===== config.mk =====
export PLATFORM = sky130hd
export DESIGN_NAME = mem_port_arbiter_flat
export DESIGN_NICKNAME = d
export VERILOG_FILES = /design/src/rtl/mem_port_arbiter_if.sv /design/src/rtl/mem_port_arbiter.sv /design/src/flat_wrapper.sv
export SDC_FILE = /design/constraint.sdc
export NUM_CORES = 1
export LEC_CHECK = 0
export CORE_ASPECT_RATIO = 0.5
export CORE_MARGIN = 2
export CORE_UTILIZATION = 28
export DETAILED_ROUTE_END_ITERATION = 12
export HOLD_SLACK_MARGIN = 0.06
export MAX_ROUTING_LAYER = met4
export PLACE_DENSITY = 0.84
export RECOVER_POWER = 100
export SYNTH_ARGS = -nofsm -noshare
export SYNTH_HDL_FRONTEND = slang
export SYNTH_SLANG_ARGS = --single-unit

===== constraint.sdc =====
create_clock -name clk -period 4.51 [get_ports clk]
set_input_delay 1.353 -clock clk [delete_from_list [all_inputs] [get_ports clk]]
set_output_delay 1.353 -clock clk [all_outputs]
set_load 0.01 [all_outputs]

===== src/rtl/mem_port_arbiter_if.sv =====
// Requester-side and memory-side signals of the shared single-port memory.
// The slave modport is the arbiter's view; master is the requesters plus the memory macro.
interface mem_port_arbiter_if;
  logic        f_req;
  logic [12:0] f_addr;
  logic        f_gnt;
  logic        f_rvalid;
  logic [15:0] f_rdata;

  logic        d_req;
  logic        d_we;
  logic [1:0]  d_be;
  logic [12:0] d_addr;
  logic [15:0] d_wdata;
  logic        d_gnt;
  logic        d_rvalid;
  logic [15:0] d_rdata;

  logic        v_req;
  logic [12:0] v_addr;
  logic        v_gnt;
  logic        v_rvalid;
  logic [15:0] v_rdata;

  logic [12:0] mem_addr;
  logic        mem_we;
  logic [1:0]  mem_be;
  logic [15:0] mem_wdata;
  logic [15:0] mem_rdata;

  modport slave (
    input  f_req, f_addr,
    output f_gnt, f_rvalid, f_rdata,
    input  d_req, d_we, d_be, d_addr, d_wdata,
    output d_gnt, d_rvalid, d_rdata,
    input  v_req, v_addr,
    output v_gnt, v_rvalid, v_rdata,
    output mem_addr, mem_we, mem_be, mem_wdata,
    input  mem_rdata
  );

  modport master (
    output f_req, f_addr,
    input  f_gnt, f_rvalid, f_rdata,
    output d_req, d_we, d_be, d_addr, d_wdata,
    input  d_gnt, d_rvalid, d_rdata,
    output v_req, v_addr,
    input  v_gnt, v_rvalid, v_rdata,
    input  mem_addr, mem_we, mem_be, mem_wdata,
    output mem_rdata
  );
endinterface


===== src/rtl/mem_port_arbiter.sv =====
// Same-cycle arbiter for the 16-bit single-port memory: VGA first (burst-limited),
// fetch and load/store round-robin, 1-cycle read return tagged by requester.
module mem_port_arbiter #(
  parameter int VGA_MAX_BURST = 7
) (
  input  logic clk,
  input  logic rst_n_async,
  mem_port_arbiter_if.slave bus
);
  localparam logic [3:0] MAX_BURST = 4'(VGA_MAX_BURST);

  typedef enum logic [1:0] {TAG_NONE = 2'd0, TAG_F = 2'd1, TAG_D = 2'd2, TAG_V = 2'd3} tag_e;
  typedef enum logic {RR_F = 1'b0, RR_D = 1'b1} rr_e;

  tag_e       tag_q, tag_d;
  rr_e        rr_q, rr_d;
  logic [3:0] streak_q, streak_d;
  logic       cpu_req, vga_blocked, v_win, f_win, d_win;

  // Grants are masked while reset is held so nothing reaches the memory.
  always_comb begin
    cpu_req     = bus.f_req | bus.d_req;
    vga_blocked = (streak_q == MAX_BURST) && cpu_req;
    v_win       = rst_n_async && bus.v_req && !vga_blocked;
    f_win       = rst_n_async && !v_win && bus.f_req && (!bus.d_req || rr_q == RR_D);
    d_win       = rst_n_async && !v_win && bus.d_req && (!bus.f_req || rr_q == RR_F);
  end

  assign bus.v_gnt = v_win;
  assign bus.f_gnt = f_win;
  assign bus.d_gnt = d_win;

  always_comb begin
    bus.mem_addr  = '0;
    bus.mem_we    = 1'b0;
    bus.mem_be    = 2'b00;
    bus.mem_wdata = '0;
    if (v_win) begin
      bus.mem_addr = bus.v_addr;
    end else if (f_win) begin
      bus.mem_addr = bus.f_addr;
    end else if (d_win) begin
      bus.mem_addr  = bus.d_addr;
      bus.mem_we    = bus.d_we;
      bus.mem_be    = bus.d_we ? bus.d_be : 2'b00;
      bus.mem_wdata = bus.d_wdata;
    end
  end

  always_comb begin
    tag_d = TAG_NONE;
    if (v_win)                    tag_d = TAG_V;
    else if (f_win)               tag_d = TAG_F;
    else if (d_win && !bus.d_we)  tag_d = TAG_D;

    rr_d = rr_q;
    if (f_win)      rr_d = RR_F;
    else if (d_win) rr_d = RR_D;

    // Streak saturates so VGA can keep streaming when the CPU is idle.
    streak_d = '0;
    if (v_win) streak_d = (streak_q >= MAX_BURST) ? MAX_BURST : streak_q + 4'd1;
  end

  always_ff @(posedge clk or negedge rst_n_async) begin
    if (!rst_n_async) begin
      tag_q    <= TAG_NONE;
      rr_q     <= RR_D;
      streak_q <= '0;
    end else begin
      tag_q    <= tag_d;
      rr_q     <= rr_d;
      streak_q <= streak_d;
    end
  end

  assign bus.f_rvalid = (tag_q == TAG_F);
  assign bus.d_rvalid = (tag_q == TAG_D);
  assign bus.v_rvalid = (tag_q == TAG_V);
  assign bus.f_rdata  = bus.mem_rdata;
  assign bus.d_rdata  = bus.mem_rdata;
  assign bus.v_rdata  = bus.mem_rdata;
endmodule


===== src/flat_wrapper.sv =====
// flat-port wrapper written by rule: the top's interface ports become plain ports
module mem_port_arbiter_flat 
#(
  parameter int VGA_MAX_BURST = 7
)
  (clk, rst_n_async, bus_f_req, bus_f_addr, bus_f_gnt, bus_f_rvalid, bus_f_rdata, bus_d_req, bus_d_we, bus_d_be, bus_d_addr, bus_d_wdata, bus_d_gnt, bus_d_rvalid, bus_d_rdata, bus_v_req, bus_v_addr, bus_v_gnt, bus_v_rvalid, bus_v_rdata, bus_mem_addr, bus_mem_we, bus_mem_be, bus_mem_wdata, bus_mem_rdata);
  mem_port_arbiter_if bus_i ();
  input  logic clk;
  input  logic rst_n_async;
  input wire logic [$bits(bus_i.f_req)-1:0] bus_f_req;
  input wire logic [$bits(bus_i.f_addr)-1:0] bus_f_addr;
  output wire logic [$bits(bus_i.f_gnt)-1:0] bus_f_gnt;
  output wire logic [$bits(bus_i.f_rvalid)-1:0] bus_f_rvalid;
  output wire logic [$bits(bus_i.f_rdata)-1:0] bus_f_rdata;
  input wire logic [$bits(bus_i.d_req)-1:0] bus_d_req;
  input wire logic [$bits(bus_i.d_we)-1:0] bus_d_we;
  input wire logic [$bits(bus_i.d_be)-1:0] bus_d_be;
  input wire logic [$bits(bus_i.d_addr)-1:0] bus_d_addr;
  input wire logic [$bits(bus_i.d_wdata)-1:0] bus_d_wdata;
  output wire logic [$bits(bus_i.d_gnt)-1:0] bus_d_gnt;
  output wire logic [$bits(bus_i.d_rvalid)-1:0] bus_d_rvalid;
  output wire logic [$bits(bus_i.d_rdata)-1:0] bus_d_rdata;
  input wire logic [$bits(bus_i.v_req)-1:0] bus_v_req;
  input wire logic [$bits(bus_i.v_addr)-1:0] bus_v_addr;
  output wire logic [$bits(bus_i.v_gnt)-1:0] bus_v_gnt;
  output wire logic [$bits(bus_i.v_rvalid)-1:0] bus_v_rvalid;
  output wire logic [$bits(bus_i.v_rdata)-1:0] bus_v_rdata;
  output wire logic [$bits(bus_i.mem_addr)-1:0] bus_mem_addr;
  output wire logic [$bits(bus_i.mem_we)-1:0] bus_mem_we;
  output wire logic [$bits(bus_i.mem_be)-1:0] bus_mem_be;
  output wire logic [$bits(bus_i.mem_wdata)-1:0] bus_mem_wdata;
  input wire logic [$bits(bus_i.mem_rdata)-1:0] bus_mem_rdata;
  assign bus_i.f_req = bus_f_req;
  assign bus_i.f_addr = bus_f_addr;
  assign bus_f_gnt = bus_i.f_gnt;
  assign bus_f_rvalid = bus_i.f_rvalid;
  assign bus_f_rdata = bus_i.f_rdata;
  assign bus_i.d_req = bus_d_req;
  assign bus_i.d_we = bus_d_we;
  assign bus_i.d_be = bus_d_be;
  assign bus_i.d_addr = bus_d_addr;
  assign bus_i.d_wdata = bus_d_wdata;
  assign bus_d_gnt = bus_i.d_gnt;
  assign bus_d_rvalid = bus_i.d_rvalid;
  assign bus_d_rdata = bus_i.d_rdata;
  assign bus_i.v_req = bus_v_req;
  assign bus_i.v_addr = bus_v_addr;
  assign bus_v_gnt = bus_i.v_gnt;
  assign bus_v_rvalid = bus_i.v_rvalid;
  assign bus_v_rdata = bus_i.v_rdata;
  assign bus_mem_addr = bus_i.mem_addr;
  assign bus_mem_we = bus_i.mem_we;
  assign bus_mem_be = bus_i.mem_be;
  assign bus_mem_wdata = bus_i.mem_wdata;
  assign bus_i.mem_rdata = bus_mem_rdata;
  mem_port_arbiter #(.VGA_MAX_BURST(VGA_MAX_BURST)) u_core (.clk(clk), .rst_n_async(rst_n_async), .bus(bus_i));
endmodule

==> impl_metrics.ini <==
[route]
firstDrtPassIters = 4
wl_mm = 4.295
routedWlPerCell_microns = 15.62
drtIter0Drc = 85
drc = 0
via_per_inst = 5.102
postRouteAntennaNets = 0
vias = 1403

[synthesis]
yosysSeqAreaShare = 0.1369
synthTopCellsByCount = 51 x buf_4, 26 x a211oi_1, 18 x and2_1
synth_ff_type = dfrtp_1
synth_top_area_cell = buf_4
synth-seq-cells = 7
synth_area_sq_mm = 0.001289
synthArstFlopShare = 1.000
avgSynthCellArea_sq_um = 8.005
synth_edf_count = 0
yosys_warnings = 0
yosys-top-cells-area = buf_4 30%, a211oi_1 15%, dfrtp_1 12%
syn_inst = 161
synth_fp_nets = 241
synth.most_common_cell = buf_4
yosysUniqueCellTypes = 30
synth_top_area_share = 0.2971

[global_routing]
grt_pass1_wl_mm = 6.410
grt_pass1_vias = 1390
antenna_found_initial = 0
globalRouteTotalUtil = 0.1618
grt_start_max_net_pins = 18
grt-ovfl-total = 0

[placed_design]
hpwl_mm = 3.563
port_buffers = 100
placed_area_sq_mm = 0.002026
gp_congestion = 0.8506

[status]
outcome = completed

[setup_path]
crit_arrival_ns = 3.11
crit_path_end = bus_f_gnt
reg2reg_slack_ns = 2.74
critPathMaxStageDelay_ns = 0.69
path_max_fanout = 6
required_ns = 3.16
cp-start-kind = primary input
path_cells = dlygate4sd3_1 -> buf_4 -> o21ai_0 -> nor2_1 -> clkdlybuf4s50_1
r2r_start = u_core.streak_q[1]$_DFF_PN0_
critPathTopFamily = buffers and inverters
worstSetupPathType = in2out
r2r_cells = 4
cp.depth = 5
timing.rr.end = u_core.tag_q[1]$_DFF_PN0_
setup.worst_path.start = rst_n_async
critPathBufInv = 3
cpMaxStageDelayCell = dlygate4sd3_1
crit_path_end_kind = output pin

[clocking]
htreeDepth = 1
cts_made_buffers = 3
cts_tree = done
cts.clk_slew.worst_paths_ns = 0.04
cts_hold_buf = 0
max-clock-path-buffers = 2
clkLatencyLatePin_ns = 0.23
numClockSinks = 7
cts_root_buffer = clkbuf_8

[pwr]
powerDensity_mw_per_mm2 = 161.6
p_comb_frac = 0.513
ir_drop_v = 0.00007447
seq_power_share = 0.223
swShare = 0.2987
switchingPower_uw = 98.97
p_leak_nw = 0.8274
clkPwrFrac = 0.264
power_uw = 331.4
p_int_uw = 232.4

[floorplanning]
core_sq_mm = 0.004403
die_area_sq_mm = 0.005194
rows = 17
ios = 165
die_h_microns = 51.97
chipWidth_microns = 99.95
start_util = 0.2927

[cells_and_area]
n_antenna_cell = 0
drive_gt1_frac = 0.07798
nNetsFinal = 299
area_growth_pct = 59.13
fin_area_sq_mm = 0.002051

[sta]
hold_viol_final = 0
fmax_mhz = 224.3
worst_pin_slew_ns = 0.6634
setup_viol = 0
finalCritPeriodShare = 0.9887
slew_violations = 0
slew_headroom = 0.5577
fin_skew_ns = 0.003764
period_needed_ns = 4.459
grt_setup_unrepaired = false

[flow_run]
drv_cap = 0

[hold_path]
hold_class = reg2reg
-- power groups by stage --
| stage | combinational (mW) | clock [mW] | sequential, mW |
|---|---|---|---|
| global placement | 0.174 | 0 | 0.0741 |
| CTS | 0.176 | 0.0914 | 0.0737 |
| floorplan | 0.111 | 0 | 0.0737 |
| finish | 0.170 | 0.0875 | 0.0738 |
| global route | 0.183 | 0.0965 | 0.0743 |
| detailed placement | 0.178 | 0 | 0.0746 |
-- worst register-to-register path: stages, from the launching register on --
cell and delay, ns:
dfrtp_1 0.34, ha_1 0.22, and3b_1 0.61, o21ai_0 0.28
o21ai_0 0.23
-- layer usage --
| metal | GRT usage | part of all wire |
|---|---|---|
| met1 | 0.1731 | 0.38 |
| met2 | 0.2928 | 0.53 |
| met3 | 0.03226 | 0.073 |
| met4 | 0.08447 | 0.019 |
| met5 | - | 0 |
-- per-stage QoR --
step / setup WS, ns / std cells / hold WS, ns / setup TNS [ns] / util
4_1_cts: 0.003508 / 275 / 0.5386 / 0 / 0.4714
6_report: 0.05080 / 275 / 0.5368 / 0 / 0.4658
3_5_place_dp: -0.1095 / 270 / 0.5324 / -1.987 / 0.4601
3_3_place_gp: -0.04306 / 270 / 0.5093 / -0.1926 / 0.4601
2_1_floorplan: 0.9099 / 161 / 0.4962 / 0 / -
5_1_grt: 0.006972 / 275 / 0.5485 / 0 / 0.4658
-- cell type report --
| cell class | instances | area, sq um |
|---|---|---|
| flip-flops and latches | 7 | 176.4 |
| fillers | 435 | 2352 |
| repair buffers | 112 | 1079 |
| clock buffers | 4 | 45.04 |
| inverters | 3 | 11.26 |
| well taps | 57 | 71.32 |
| multi-input cells | 92 | 668.1 |
-- cells in the final DEF, fill, tap and decap left out, types with 3 or more instances in the layout --
cell type | synthesis | layout
clkbuf_1 | 2 | 7
dlygate4sd3_1 | 0 | 5
a21oi_1 | 3 | 3
a32oi_1 | 13 | 13
a211oi_1 | 26 | 26
clkbuf_8 | 0 | 3
dlygate4sd2_1 | 0 | 10
nand2_1 | 3 | 3
clkdlybuf4s50_1 | 0 | 80
dfrtp_1 | 6 | 6
buf_4 | 51 | 7
and2_0 | 0 | 6
inv_1 | 3 | 3
nor2_1 | 6 | 6
and2_1 | 18 | 12
-- worst min-delay path by stage --
stage                       startpoint                      end  depth (start not counted)
2_1_floorplan  u_core.rr_q$_DFFE_PN1P_  u_core.rr_q$_DFFE_PN1P_                          1
3_3_place_gp   u_core.rr_q$_DFFE_PN1P_  u_core.rr_q$_DFFE_PN1P_                          1
3_5_place_dp   u_core.rr_q$_DFFE_PN1P_  u_core.rr_q$_DFFE_PN1P_                          1
4_1_cts        u_core.rr_q$_DFFE_PN1P_  u_core.rr_q$_DFFE_PN1P_                          1
5_1_grt        u_core.rr_q$_DFFE_PN1P_  u_core.rr_q$_DFFE_PN1P_                          1
6_report       u_core.rr_q$_DFFE_PN1P_  u_core.rr_q$_DFFE_PN1P_                          1
-- kinds of logic after synthesis --
| logic type | synth area share |
|---|---|
| buffers and inverters | 0.3583 |
| AND/OR/NAND/NOR | 0.1786 |
| AO/OA/AOI/OAI | 0.3165 |
| flip-flops | 0.1369 |
| adder cells (fa/ha/maj) | 0.009707 |
-- state kept, by name (all words and copies together), names as in the netlist --
signal	count
u_core.streak_q	4
u_core.tag_q	2
u_core.rr_q	1
-- repair_timing --
| action | in CTS | in global routing |
|---|---|---|
| setup buffers | 0 | 0 |
| gates cloned | 1 | 0 |
| pin swaps | 0 | 0 |
| resized for setup | 11 | 5 |
| setup endpoints to repair | 33 | 5 |
Note: power is estimated with default switching activity, not from simulation.
